`config.mk`:
```
export PLATFORM = sky130hd
export DESIGN_NAME = mem_port_arb_flat
export DESIGN_NICKNAME = d
export VERILOG_FILES = /design/src/rtl/mem_port_arb_if.sv /design/src/rtl/mem_port_arb.sv /design/src/flat_wrapper.sv
export SDC_FILE = /design/constraint.sdc
export NUM_CORES = 1
export LEC_CHECK = 0
export ABC_CLOCK_PERIOD_IN_PS = 1600
export BUFFER_PORTS_ARGS = -buffer_cell sky130_fd_sc_hd__buf_4
export CAP_MARGIN = 20
export CORE_AREA = 2 2 106 108
export DETAILED_ROUTE_END_ITERATION = 12
export DIE_AREA = 0 0 108 110
export GPL_TIMING_DRIVEN = 0
export PLACE_DENSITY = 0.71
export SLEW_MARGIN = 10
export SYNTH_ARGS = -nofsm -noshare
export SYNTH_HDL_FRONTEND = slang
export SYNTH_SLANG_ARGS = --single-unit
```
`constraint.sdc`:
```
create_clock -name clk -period 1.6 [get_ports clk]
set_clock_uncertainty 0.15 [all_clocks]
set_input_delay 0.08 -clock clk [delete_from_list [all_inputs] [get_ports clk]]
set_output_delay 0.08 -clock clk [all_outputs]
set_load 0.01 [all_outputs]
```
`src/rtl/mem_port_arb_if.sv`:
```
// -----------------------------------------------------------------------------
// mem_port_arb_if
//   Bundles the fetch port, the load/store port, the stall outputs and the
//   shared RAM command/response port of mem_port_arb.
//
//   Modports:
//     slave  - the arbiter: takes requests and RAM responses, drives acks,
//              read data, stalls, RAM commands and bus_err.
//     master - the environment (pipeline stages plus RAM): the reverse view.
//
//   Signals:
//     if_req/if_addr -> if_rdata/if_ack        instruction fetch
//     mem_req/mem_we/mem_addr/mem_wdata
//                    -> mem_rdata/mem_ack      load/store
//     stall_if, stall_mem                      to hazard unit
//     ram_req/ram_we/ram_addr/ram_wdata        RAM command (registered)
//     ram_ready, ram_valid, ram_rdata          RAM handshake / response
//     bus_err                                  response timeout pulse
// -----------------------------------------------------------------------------
interface mem_port_arb_if #(
    parameter int AW = 32,
    parameter int DW = 32
);
    logic          if_req;
    logic [AW-1:0] if_addr;
    logic [DW-1:0] if_rdata;
    logic          if_ack;

    logic          mem_req;
    logic          mem_we;
    logic [AW-1:0] mem_addr;
    logic [DW-1:0] mem_wdata;
    logic [DW-1:0] mem_rdata;
    logic          mem_ack;

    logic          stall_if;
    logic          stall_mem;

    logic          ram_req;
    logic          ram_we;
    logic [AW-1:0] ram_addr;
    logic [DW-1:0] ram_wdata;
    logic          ram_ready;
    logic          ram_valid;
    logic [DW-1:0] ram_rdata;

    logic          bus_err;

    modport slave (
        input  if_req, if_addr, mem_req, mem_we, mem_addr, mem_wdata,
               ram_ready, ram_valid, ram_rdata,
        output if_rdata, if_ack, mem_rdata, mem_ack, stall_if, stall_mem,
               ram_req, ram_we, ram_addr, ram_wdata, bus_err
    );

    modport master (
        output if_req, if_addr, mem_req, mem_we, mem_addr, mem_wdata,
               ram_ready, ram_valid, ram_rdata,
        input  if_rdata, if_ack, mem_rdata, mem_ack, stall_if, stall_mem,
               ram_req, ram_we, ram_addr, ram_wdata, bus_err
    );
endinterface

```
`src/rtl/mem_port_arb.sv`:
```
// -----------------------------------------------------------------------------
// mem_port_arb
//   Shares one RAM port between the IF stage (fetch) and the MEM stage
//   (load/store). Each access runs IDLE -> REQ -> RESP -> IDLE. Under
//   contention the grant alternates so neither stage starves.
//
//   Ports:
//     clk    - system clock, rising edge
//     rst_n  - asynchronous active-low reset
//     bus    - mem_port_arb_if.slave (fetch, load/store, stalls, RAM port)
//
//   Parameters: AW address width, DW data width, TIMEOUT response watchdog
//   limit in RESP cycles.
//
//   Optional feature: define MEM_ARB_TIMEOUT_EN to enable the response
//   watchdog (bus_err pulse plus forced ack with zero data). Without it
//   bus_err is tied 0 and RESP waits indefinitely.
// -----------------------------------------------------------------------------
module mem_port_arb #(
    parameter int AW      = 32,
    parameter int DW      = 32,
    parameter int TIMEOUT = 64
) (
    input  logic           clk,
    input  logic           rst_n,
    mem_port_arb_if.slave  bus
);
    typedef enum logic [1:0] {S_IDLE, S_REQ, S_RESP} state_t;
    typedef enum logic [1:0] {G_NONE, G_IF, G_MEM}   grant_t;

    state_t        state_q, state_d;
    grant_t        grant_q, grant_d;
    grant_t        last_grant_q, last_grant_d;
    logic          ram_req_q, ram_req_d;
    logic          ram_we_q, ram_we_d;
    logic [AW-1:0] ram_addr_q, ram_addr_d;
    logic [DW-1:0] ram_wdata_q, ram_wdata_d;
    logic          timeout;

`ifdef MEM_ARB_TIMEOUT_EN
    localparam int CW = $clog2(TIMEOUT + 1);
    logic [CW-1:0] tmo_cnt_q, tmo_cnt_d;

    // Counter holds the number of RESP cycles already spent waiting, so the
    // TIMEOUT-th waiting cycle is the one that sees TIMEOUT-1.
    assign timeout = (state_q == S_RESP) && !bus.ram_valid &&
                     (tmo_cnt_q == CW'(TIMEOUT - 1));

    always_comb begin
        tmo_cnt_d = '0;
        if (state_q == S_RESP && !bus.ram_valid)
            tmo_cnt_d = tmo_cnt_q + 1'b1;
    end

    always_ff @(posedge clk or negedge rst_n) begin
        if (!rst_n) tmo_cnt_q <= '0;
        else        tmo_cnt_q <= tmo_cnt_d;
    end
`else
    logic unused_timeout_param;
    assign unused_timeout_param = (TIMEOUT > 0);
    assign timeout              = 1'b0;
`endif

    // State register
    always_ff @(posedge clk or negedge rst_n) begin
        if (!rst_n) begin
            state_q      <= S_IDLE;
            grant_q      <= G_NONE;
            last_grant_q <= G_IF;
            ram_req_q    <= 1'b0;
            ram_we_q     <= 1'b0;
            ram_addr_q   <= '0;
            ram_wdata_q  <= '0;
        end else begin
            state_q      <= state_d;
            grant_q      <= grant_d;
            last_grant_q <= last_grant_d;
            ram_req_q    <= ram_req_d;
            ram_we_q     <= ram_we_d;
            ram_addr_q   <= ram_addr_d;
            ram_wdata_q  <= ram_wdata_d;
        end
    end

    // Next-state logic; command registers only load on REQ entry, so they
    // stay stable through REQ and RESP.
    always_comb begin
        state_d      = state_q;
        grant_d      = grant_q;
        last_grant_d = last_grant_q;
        ram_req_d    = ram_req_q;
        ram_we_d     = ram_we_q;
        ram_addr_d   = ram_addr_q;
        ram_wdata_d  = ram_wdata_q;
        case (state_q)
            S_IDLE: begin
                if (bus.if_req || bus.mem_req) begin
                    // MEM wins a tie unless it won the previous grant.
                    if (bus.mem_req && (!bus.if_req || last_grant_q != G_MEM)) begin
                        grant_d      = G_MEM;
                        last_grant_d = G_MEM;
                        ram_we_d     = bus.mem_we;
                        ram_addr_d   = bus.mem_addr;
                        ram_wdata_d  = bus.mem_wdata;
                    end else begin
                        grant_d      = G_IF;
                        last_grant_d = G_IF;
                        ram_we_d     = 1'b0;
                        ram_addr_d   = bus.if_addr;
                        ram_wdata_d  = '0;
                    end
                    ram_req_d = 1'b1;
                    state_d   = S_REQ;
                end
            end
            S_REQ: begin
                if (bus.ram_ready) begin
                    ram_req_d = 1'b0;
                    state_d   = S_RESP;
                end
            end
            S_RESP: begin
                if (bus.ram_valid || timeout) begin
                    grant_d = G_NONE;
                    state_d = S_IDLE;
                end
            end
            default: state_d = S_IDLE;
        endcase
    end

    // Outputs. A requester that dropped its req mid-access (flush) gets no ack.
    logic          done;
    logic          if_ack_c, mem_ack_c;
    logic [DW-1:0] rdata_c;

    always_comb begin
        done      = (state_q == S_RESP) && (bus.ram_valid || timeout);
        if_ack_c  = done && (grant_q == G_IF)  && bus.if_req;
        mem_ack_c = done && (grant_q == G_MEM) && bus.mem_req;
        rdata_c   = timeout ? '0 : bus.ram_rdata;
    end

    assign bus.if_ack    = if_ack_c;
    assign bus.mem_ack   = mem_ack_c;
    assign bus.if_rdata  = rdata_c;
    assign bus.mem_rdata = rdata_c;
    assign bus.stall_if  = bus.if_req  & ~if_ack_c;
    assign bus.stall_mem = bus.mem_req & ~mem_ack_c;
    assign bus.ram_req   = ram_req_q;
    assign bus.ram_we    = ram_we_q;
    assign bus.ram_addr  = ram_addr_q;
    assign bus.ram_wdata = ram_wdata_q;
    assign bus.bus_err   = timeout;
endmodule

```
`src/flat_wrapper.sv`:
```
// flat-port wrapper written by rule: the top's interface ports become plain ports
module mem_port_arb_flat 
#(
    parameter int AW      = 32,
    parameter int DW      = 32,
    parameter int TIMEOUT = 64
)
  (clk, rst_n, bus_if_req, bus_if_addr, bus_mem_req, bus_mem_we, bus_mem_addr, bus_mem_wdata, bus_ram_ready, bus_ram_valid, bus_ram_rdata, bus_if_rdata, bus_if_ack, bus_mem_rdata, bus_mem_ack, bus_stall_if, bus_stall_mem, bus_ram_req, bus_ram_we, bus_ram_addr, bus_ram_wdata, bus_bus_err);
  mem_port_arb_if #(.AW(AW), .DW(DW)) bus_i ();
  input  logic clk;
  input  logic rst_n;
  input wire logic [$bits(bus_i.if_req)-1:0] bus_if_req;
  input wire logic [$bits(bus_i.if_addr)-1:0] bus_if_addr;
  input wire logic [$bits(bus_i.mem_req)-1:0] bus_mem_req;
  input wire logic [$bits(bus_i.mem_we)-1:0] bus_mem_we;
  input wire logic [$bits(bus_i.mem_addr)-1:0] bus_mem_addr;
  input wire logic [$bits(bus_i.mem_wdata)-1:0] bus_mem_wdata;
  input wire logic [$bits(bus_i.ram_ready)-1:0] bus_ram_ready;
  input wire logic [$bits(bus_i.ram_valid)-1:0] bus_ram_valid;
  input wire logic [$bits(bus_i.ram_rdata)-1:0] bus_ram_rdata;
  output wire logic [$bits(bus_i.if_rdata)-1:0] bus_if_rdata;
  output wire logic [$bits(bus_i.if_ack)-1:0] bus_if_ack;
  output wire logic [$bits(bus_i.mem_rdata)-1:0] bus_mem_rdata;
  output wire logic [$bits(bus_i.mem_ack)-1:0] bus_mem_ack;
  output wire logic [$bits(bus_i.stall_if)-1:0] bus_stall_if;
  output wire logic [$bits(bus_i.stall_mem)-1:0] bus_stall_mem;
  output wire logic [$bits(bus_i.ram_req)-1:0] bus_ram_req;
  output wire logic [$bits(bus_i.ram_we)-1:0] bus_ram_we;
  output wire logic [$bits(bus_i.ram_addr)-1:0] bus_ram_addr;
  output wire logic [$bits(bus_i.ram_wdata)-1:0] bus_ram_wdata;
  output wire logic [$bits(bus_i.bus_err)-1:0] bus_bus_err;
  assign bus_i.if_req = bus_if_req;
  assign bus_i.if_addr = bus_if_addr;
  assign bus_i.mem_req = bus_mem_req;
  assign bus_i.mem_we = bus_mem_we;
  assign bus_i.mem_addr = bus_mem_addr;
  assign bus_i.mem_wdata = bus_mem_wdata;
  assign bus_i.ram_ready = bus_ram_ready;
  assign bus_i.ram_valid = bus_ram_valid;
  assign bus_i.ram_rdata = bus_ram_rdata;
  assign bus_if_rdata = bus_i.if_rdata;
  assign bus_if_ack = bus_i.if_ack;
  assign bus_mem_rdata = bus_i.mem_rdata;
  assign bus_mem_ack = bus_i.mem_ack;
  assign bus_stall_if = bus_i.stall_if;
  assign bus_stall_mem = bus_i.stall_mem;
  assign bus_ram_req = bus_i.ram_req;
  assign bus_ram_we = bus_i.ram_we;
  assign bus_ram_addr = bus_i.ram_addr;
  assign bus_ram_wdata = bus_i.ram_wdata;
  assign bus_bus_err = bus_i.bus_err;
  mem_port_arb #(.AW(AW), .DW(DW), .TIMEOUT(TIMEOUT)) u_core (.clk(clk), .rst_n(rst_n), .bus(bus_i));
endmodule
```
## Word-level counts from Yosys, hierarchy flattened

Index checks and enable logic that the tools add are counted.

- $add $sub $neg: 0
- $mul: 0
- Divide/modulo/power cells: 0
- $lt $le $gt $ge: 0
- Eq/ne operators: 8
- Shift operators: 0
- Multiplexer cells: 13
- Bitwise gates (word level): 4
- Reductions and logical operators: 16

Operator list:

| operator | number |
|---|---|
| 32-bit 2-to-1 mux | 2 |
| 2-bit 2-to-1 mux | 5 |
| 3-bit AND reduction | 3 |
| 1-bit logical AND | 6 |
| 2-bit != test, second input constant | 3 |
| 2-bit case mux with 3 select lines | 1 |
| 2-bit by 1-bit equality test with 1-bit output, second input constant | 2 |
| 2-bit equality test, second input constant | 2 |
| 2-bit case mux with 2 select lines | 1 |
| 2-bit nonzero test | 2 |
| 1-bit 2-to-1 mux | 3 |
| 1-bit AND | 2 |
| 2-bit logical NOT | 1 |
| 1-bit logical OR | 2 |
| 2-bit by 1-bit != test with 1-bit output, second input constant | 1 |
| 1-bit NOT | 2 |
| 1-bit case mux with 2 select lines | 1 |
| 2-bit AND reduction | 1 |
| 1-bit logical NOT | 1 |

- Flip-flop bits (word level): 72
- Latch bits: 0
- Bits in writable memories: 0
- Bits in read-only memories: 0
- Bits of input ports: 135
- Output and inout bits: 135
- Logic and storage cells: 48
- Memories kept: 0

## Logic depth before layout (Yosys ltp)

Gate-level depths: netlist of run 1.

- Depth after elaboration: 6
- Gate-level depth with buffers: 6

## Worst setup path after synthesis of run 1

OpenSTA, ideal clock, no wires.

- Path type: reg-to-reg
- Start point: register u_core.state_q[1]
- End point: register u_core.ram_addr_q[21], in the netlist u_core.bus.ram_addr[21]
- Library setup time: 127 ps
- Data arrival time: 1,267 ps
- Setup slack: 56 ps
- Stages on the path, launching flop included: 5
- Period minus slack after synthesis: 1,544 ps
- Cell sequence: dfrtp_1 nor2_4 clkbuf_1 a21boi_0 a221o_2

- Word-level cells in the longest chain between the ends: 2

RTL lines:

| element | line | text |
|---|---|---|
| start, declared | mem_port_arb.sv:31 | `state_t state_q, state_d;` |
| start signal, assigned | mem_port_arb.sv:76 | `state_q <= state_d;` |
| 2-bit logical NOT | mem_port_arb.sv:96 | `case (state_q)` |
| 2-bit AND reduction (no source line) | - |  |
| end signal, assigned | mem_port_arb.sv:81 | `ram_addr_q <= ram_addr_d;` |
| end, declared | mem_port_arb.sv:36 | `logic [AW-1:0] ram_addr_q, ram_addr_d;` |

No other way between the ends.
A chain may end at the register's enable or synchronous reset.

## Worst setup path after layout of run 1

- Start point: register u_core.state_q[0]
- End point: output bus_if_ack

- Word-level cells in the longest chain between the ends: 4

RTL lines:

| element | line | text |
|---|---|---|
| 2-bit equality test | mem_port_arb.sv:139 | `done = (state_q == S_RESP) && (bus.ram_valid \|\| timeout);` |
| 1-bit logical AND | mem_port_arb.sv:139 |  |
| 1-bit logical AND (2 in series) | mem_port_arb.sv:140 | `if_ack_c = done && (grant_q == G_IF) && bus.if_req;` |
| end, declared | flat_wrapper.sv:22 | `output wire logic [$bits(bus_i.if_ack)-1:0] bus_if_ack;` |

No other way between the ends.

==> results of run 1 <==
-- flip-flops by register name, summed over array words and instances (netlist names) --
name and cells:
u_core.bus.ram_addr 32, u_core.last_grant_q 2, u_core.state_q 2, u_core.bus.ram_req 1
u_core.bus.ram_we 1, u_core.grant_q 2, u_core.bus.ram_wdata 32
-- power breakdown --
part | internal [mW] | switching [mW] | total [mW]
sequential | 2.74 | 0.565 | 3.31
clock | 0.803 | 0.665 | 1.47
combinational | 3.69 | 2.43 | 6.12
-- per-stage QoR --
stage	setup TNS [ns]	total power [mW]	utilization	std cells
detailed placement	-7.98	8.08	0.513	659
global placement	-7.80	7.98	0.513	659
CTS	-1.57	10.3	0.648	788
global route	-8.64	11.5	0.673	798
finish	-4.01	10.9	0.673	798
floorplan	0	5.81	-	283
-- cell type report --
cell class	instances	area, um^2
fill	775	3500
tap	140	175
clock inverter	3	40.0
sequential	72	1810
buffer	85	741
multi-input combinational	122	1110
timing repair buffer	360	3160
clock buffer	13	159
inverter	3	11.3
-- cells in the mapped netlist --
cell	n	area share
dfrtp_1	71	0.50
buf_4	68	0.14
a22o_1	33	0.082
a21boi_0	32	0.068
a221o_2	26	0.083
buf_6	9	0.029
a221o_1	6	0.017
buf_2	5	0.0071
clkbuf_1	3	0.0032
inv_1	3	0.0032
nand2_1	3	0.0032
a31o_2	2	0.0049
nand2b_1	2	0.0035
nand3b_1	2	0.0042
nor2_1	2	0.0021
o21ai_0	2	0.0028
a2111oi_4	1	0.0078
a21o_2	1	0.0025
a21oi_1	1	0.0014
and2_1	1	0.0018
clkbuf_2	1	0.0014
conb_1	1	0.0011
dfstp_2	1	0.0074
nand2b_4	1	0.0039
nor2_4	1	0.0032
nor3b_1	1	0.0021
nor4_1	1	0.0018
o211a_4	1	0.0049
o31a_1	1	0.0025
or2_0	1	0.0018
-- worst min path at each step --
stage	from	to	slack (ns)	cells past startpoint
floorplan	rst_n	u_core.bus.ram_addr[0]	-0.37	0
CTS	bus_ram_rdata[13]	bus_mem_rdata[13]	0.19	2
global route	bus_ram_rdata[23]	bus_mem_rdata[23]	0.19	2
global placement	rst_n	u_core.bus.ram_addr[3]	0.10	1
detailed placement	rst_n	u_core.bus.ram_addr[3]	0.12	1
finish	bus_ram_rdata[13]	bus_mem_rdata[13]	0.19	2
-- cell usage in the layout (no fill, tap or decap), types with 2 or more instances in the layout --
cell type,n
dfrtp_2,2
nand2_1,3
nor2_1,2
buf_4,307
dlygate4sd3_1,100
inv_1,3
buf_2,4
buf_8,9
clkbuf_8,11
dfrtp_1,69
clkbuf_16,8
clkbuf_1,2
nand2b_1,2
a221o_1,6
o21ai_0,2
a21boi_1,11
a221o_2,26
a22o_1,33
buf_6,11
a21boi_0,20
clkinv_2,2
buf_12,4
nand3b_1,2
-- layer usage --
metal	wire (um)	GRT usage
met2	7010	0.377
met1	5150	0.235
met4	261	0.0650
met5	0	0
met3	1250	0.0606
-- logic make-up (layout without fill, tap and decap cells) --
| group | Yosys count | after routing | share of synthesized area |
|---|---|---|---|
| flip-flops | 72 | 72 | 0.508 |
| buffers and inverters | 89 | 464 | 0.187 |
| AO/OA/AOI/OAI | 106 | 106 | 0.276 |
| other | 1 | 1 | 0.00106 |
| AND/OR/NAND/NOR | 15 | 15 | 0.0275 |
-- repair_timing --
action                     CTS  global route
gates resized for setup     29            27
setup endpoints to repair   67            65
cloned                       2             8
buffers inserted            12             3
hold endpoints to repair   139             0
pin swaps                   10            50
hold buffers               100             0
-- critical path, cell delays in order, from the launching register on --
cell	delay [ns]
dfrtp_2	0.40
nand3b_1	0.22
nor3b_2	0.24
and2_4	0.18
buf_6	0.10
==> metrics, run 1 <==
status=finished, violations left; failing checks=setup timing; post-route DRC violation count=0; Via Count=3777; Overflow after GRT=0; Slew Limit Fails=0; hold slack=0.186 ns; core area=about 0.011 mm^2; CP Capture Point=bus_if_ack; FF+latch count, synth=between 70 and 80; number of nets in the layout=approximately 790; worst setup margin=-0.120 ns; Max Fanout on Critical Path=3; DR vias/cell=around 4.7; wire length per cell=17.1 um; pin count of the biggest net entering global routing=73; Syn Std Cell Area=between 0.003 and 0.004 mm^2; clock network latency to the later pin of the worst-skew pair=approximately 0.33 ns; die height=approximately 110 um; synthesized area per cell=around 13 um^2; vias in the first global route=3789; Post-DRT Antenna Nets=0; first-pass GRT wire length=19.1 mm; Unique masters post-synth=30; Routability Congestion=between 0.7 and 0.8; Port Buf Inserts=236; clock root buffer=clkbuf_8; Crit Path Class=flip-flop to primary output; R2R depth=7; Gate Count Post-Synth=283; type of the most critical hold path=primary input to primary output; Critical Path Sink Type=primary output; Final Cell Area=0.00720 mm^2; crit path DAT=1.49 ns; share of layout cells above drive strength 1=0.606; io pins=270; initial antenna violation count=0; headroom to the max-slew limit=0.375; placed cell area=0.00549 mm^2; Sink Count=72; Worst Path Required=between 1 and 1.5 ns; number of detailed-route iterations in the first pass=4; VDD IR max=approximately 0.00077 V; Max Fclk=581 MHz; clock buffer depth=2; worst flop-to-flop path endpoint=u_core.bus.ram_addr[9]; final worst-path cycle share=1.07; Iter 0 DRT Violations=a little under 200; Starting Density=0.331; power density cells=1510 mW/mm^2; count of final setup violators=between 70 and 80; count of final hold-check violations=0; Die Wd=roughly 110 um; Routed WL=13.7 mm; Synth Warn #=0; Tmin final=1.72 ns; Setup crit start kind=flip-flop; register-to-register setup slack=-0.11 ns; Ant. Diodes=0; GRT Util Overall=0.207; worst slack at placement=-0.251 ns; Detail Placement HPWL=8.34 mm; Worst R2R Start=u_core.state_q[0]; leakage power=3.62 nW; CP Launch Point=u_core.state_q[0]; clock slew at reported path FFs=0.07 ns; worst-margin pin slew=0.937 ns; Mapped Nets=about 420; CTS Buf Count=9; Seq/Total Area, Yosys=0.508; RSZ-0062 raised after global routing=yes; maximum capacitance violations=0; Die Area=between 0.01 and 0.015 mm^2; CTS tree=yes; # rows=38; htree depth=3; Area Overhead vs Synth=103%
No activity file was read; power rests on OpenSTA's default activity.
==> run 2: changes to the inputs <==
--- a/config.mk
+++ b/config.mk
@@ -13,6 +13,7 @@
 export DIE_AREA = 0 0 108 110
 export GPL_TIMING_DRIVEN = 0
 export PLACE_DENSITY = 0.71
+export REMOVE_ABC_BUFFERS = 1
 export SLEW_MARGIN = 10
 export SYNTH_ARGS = -nofsm -noshare
 export SYNTH_HDL_FRONTEND = slang
==> metrics, run 2 (synthesis results as in run 1) <==
htree depth=3 (unchanged); Overflow after GRT=0 (unchanged); CTS Buf Count=9 (unchanged); post-route DRC violation count=0 (unchanged); Routability Congestion=0.685 (-9.7%); Iter 0 DRT Violations=262 (+34%); vias in the first global route=3594 (-5.1%); Tmin final=1.75 ns (+0.0255 ns); maximum capacitance violations=0 (unchanged); first-pass GRT wire length=20.7 mm (+8.4%); Hold EP=bus_if_rdata[4]; count of final setup violators=71 (unchanged); Hold Startpoint=bus_ram_rdata[4]; RSZ-0062 raised after global routing=yes; CTS tree=yes; die height=110 um (unchanged); worst slack at placement=-0.931 ns (-0.680 ns); clock network latency to the later pin of the worst-skew pair=0.34 ns (about the same); Final Util=0.573 (-0.0999); Area Overhead vs Synth=73.0%; DR vias/cell=5.17 (+9.2%); crit path DAT=1.52 ns (+0.03 ns); clock root buffer=clkbuf_8; core area=0.0107 mm^2 (unchanged); fin cells=667 (-16%); Slew Limit Fails=0 (unchanged); Max Fclk=573 MHz (-1.5%); wire length per cell=22.8 um (+33%); Via Count=3447 (-8.7%); number of detailed-route iterations in the first pass=4 (unchanged); share of layout cells above drive strength 1=0.505 (-0.102); Die Wd=108 um (unchanged); type of the most critical hold path=primary input to primary output; final worst-path cycle share=1.09 (+0.0159); headroom to the max-slew limit=0.393 (+0.0175); Port Buf Inserts=172 (-27%); R2R depth=5 (-2); Post-DRT Antenna Nets=0 (unchanged); count of final hold-check violations=0 (unchanged); worst-margin pin slew=0.911 ns (-0.0263 ns); number of nets in the layout=657 (-17%); status=finished, violations left; Sink Count=72 (unchanged); Worst R2R Start=u_core.state_q[0]; Max Fanout on Critical Path=4 (+1); placed cells=513 (-22%); GRT Util Overall=0.241 (+0.0334); # rows=38 (unchanged); pin count of the biggest net entering global routing=73 (unchanged); failing checks=setup timing; Worst Path Required=1.37 ns (about the same); worst flop-to-flop path endpoint=u_core.bus.ram_addr[4]; Crit Path Class=flip-flop to primary output; worst setup margin=-0.145 ns (-0.0255 ns); Detail Placement HPWL=8.28 mm (-0.74%); leakage power=2.93 nW (-19%); Ant. Diodes=0 (unchanged); VDD IR max=0.000908 V (+18%); Setup crit start kind=flip-flop; Routed WL=15.2 mm (+11%); clock buffer depth=2 (unchanged); power density cells=1700 mW/mm^2 (+13%); commonest non-fill, non-tap cell in the layout=buf_4; register-to-register setup slack=-0.12 ns (about the same); Starting Density=0.331 (unchanged); hold depth=0 (-2); Critical Path Sink Type=primary output; most frequent cells in the layout=buf_4, dlygate4sd3_1, dfrtp_1; io pins=270 (unchanged); Tot Pwr=10.4 mW (-4.2%); Die Area=0.0119 mm^2 (unchanged); final setup TNS=-4.88 ns (-0.874 ns); initial antenna violation count=0 (unchanged); clock slew at reported path FFs=0.07 ns (about the same)
[run 2: cell count changes in the layout (fill, tap and decap cells not counted), sizes merged]
cell	change
o211a	+5
buf	-133
nor2	+1
bufinv	-1
clkbuf	-4
clkinvlp	+1
[run 2: cell type report]
class | count | area [um^2]
tap | 140 | 175
inverter | 3 | 11.3
multi-input combinational | 128 | 1200
sequential | 72 | 1810
timing repair buffer | 308 | 2770
fill | 825 | 4560
clock buffer | 13 | 149
clock inverter | 3 | 17.5
[run 2: what timing repair did]
action | in CTS | in global routing
pin swaps | 10 | 2
hold buffers | 100 | 0
setup endpoints to repair | 75 | 72
buffers inserted | 26 | 0
gates cloned | 4 | 8
hold endpoints to repair | 139 | 0
gates resized for setup | 18 | 13
[run 2: how the worst max path moves through the flow]
| stage | start | endpoint | slack (ns) | depth (start not counted) |
|---|---|---|---|---|
| after floorplan | bus_mem_req | u_core.grant_q[0] | -0.64 | 3 |
| after global placement | bus_mem_req | u_core.grant_q[1] | -1.95 | 4 |
| after detailed placement | u_core.state_q[1] | u_core.grant_q[0] | -0.93 | 4 |
| after CTS | u_core.state_q[0] | bus_if_ack | -0.14 | 4 |
| after global routing | u_core.state_q[0] | bus_if_ack | -0.23 | 4 |
| final | u_core.state_q[0] | bus_stall_mem | -0.15 | 3 |
[run 2: routing by layer]
metal,global-route usage,up-vias,part of all wire
li1,-,1482,-
met1,0.284,1658,0.39
met2,0.359,283,0.45
met3,0.149,22,0.14
met4,0.0668,2,0.015
met5,0.0938,-,0.0058
[run 2: through the flow]
step	instance area [um^2]	hold WS, ns
detailed placement	4410	0.0101
global placement	4360	0.0101
CTS	5930	0.0101
finish	6130	0.0101
global route	6130	0.0101
floorplan	2890	-0.366
[run 2: worst max-delay path, cell delays in order, from the launching register on]
cell and delay [ns]:
dfrtp_2 0.43, nand3b_1 0.25, o31a_1 0.36, buf_6 0.13
[run 2: power breakdown]
group / internal, mW / switching [mW] / total [mW]
clock: 0.602 / 0.652 / 1.25
sequential: 2.74 / 0.565 / 3.31
combinational: 3.38 / 2.50 / 5.88
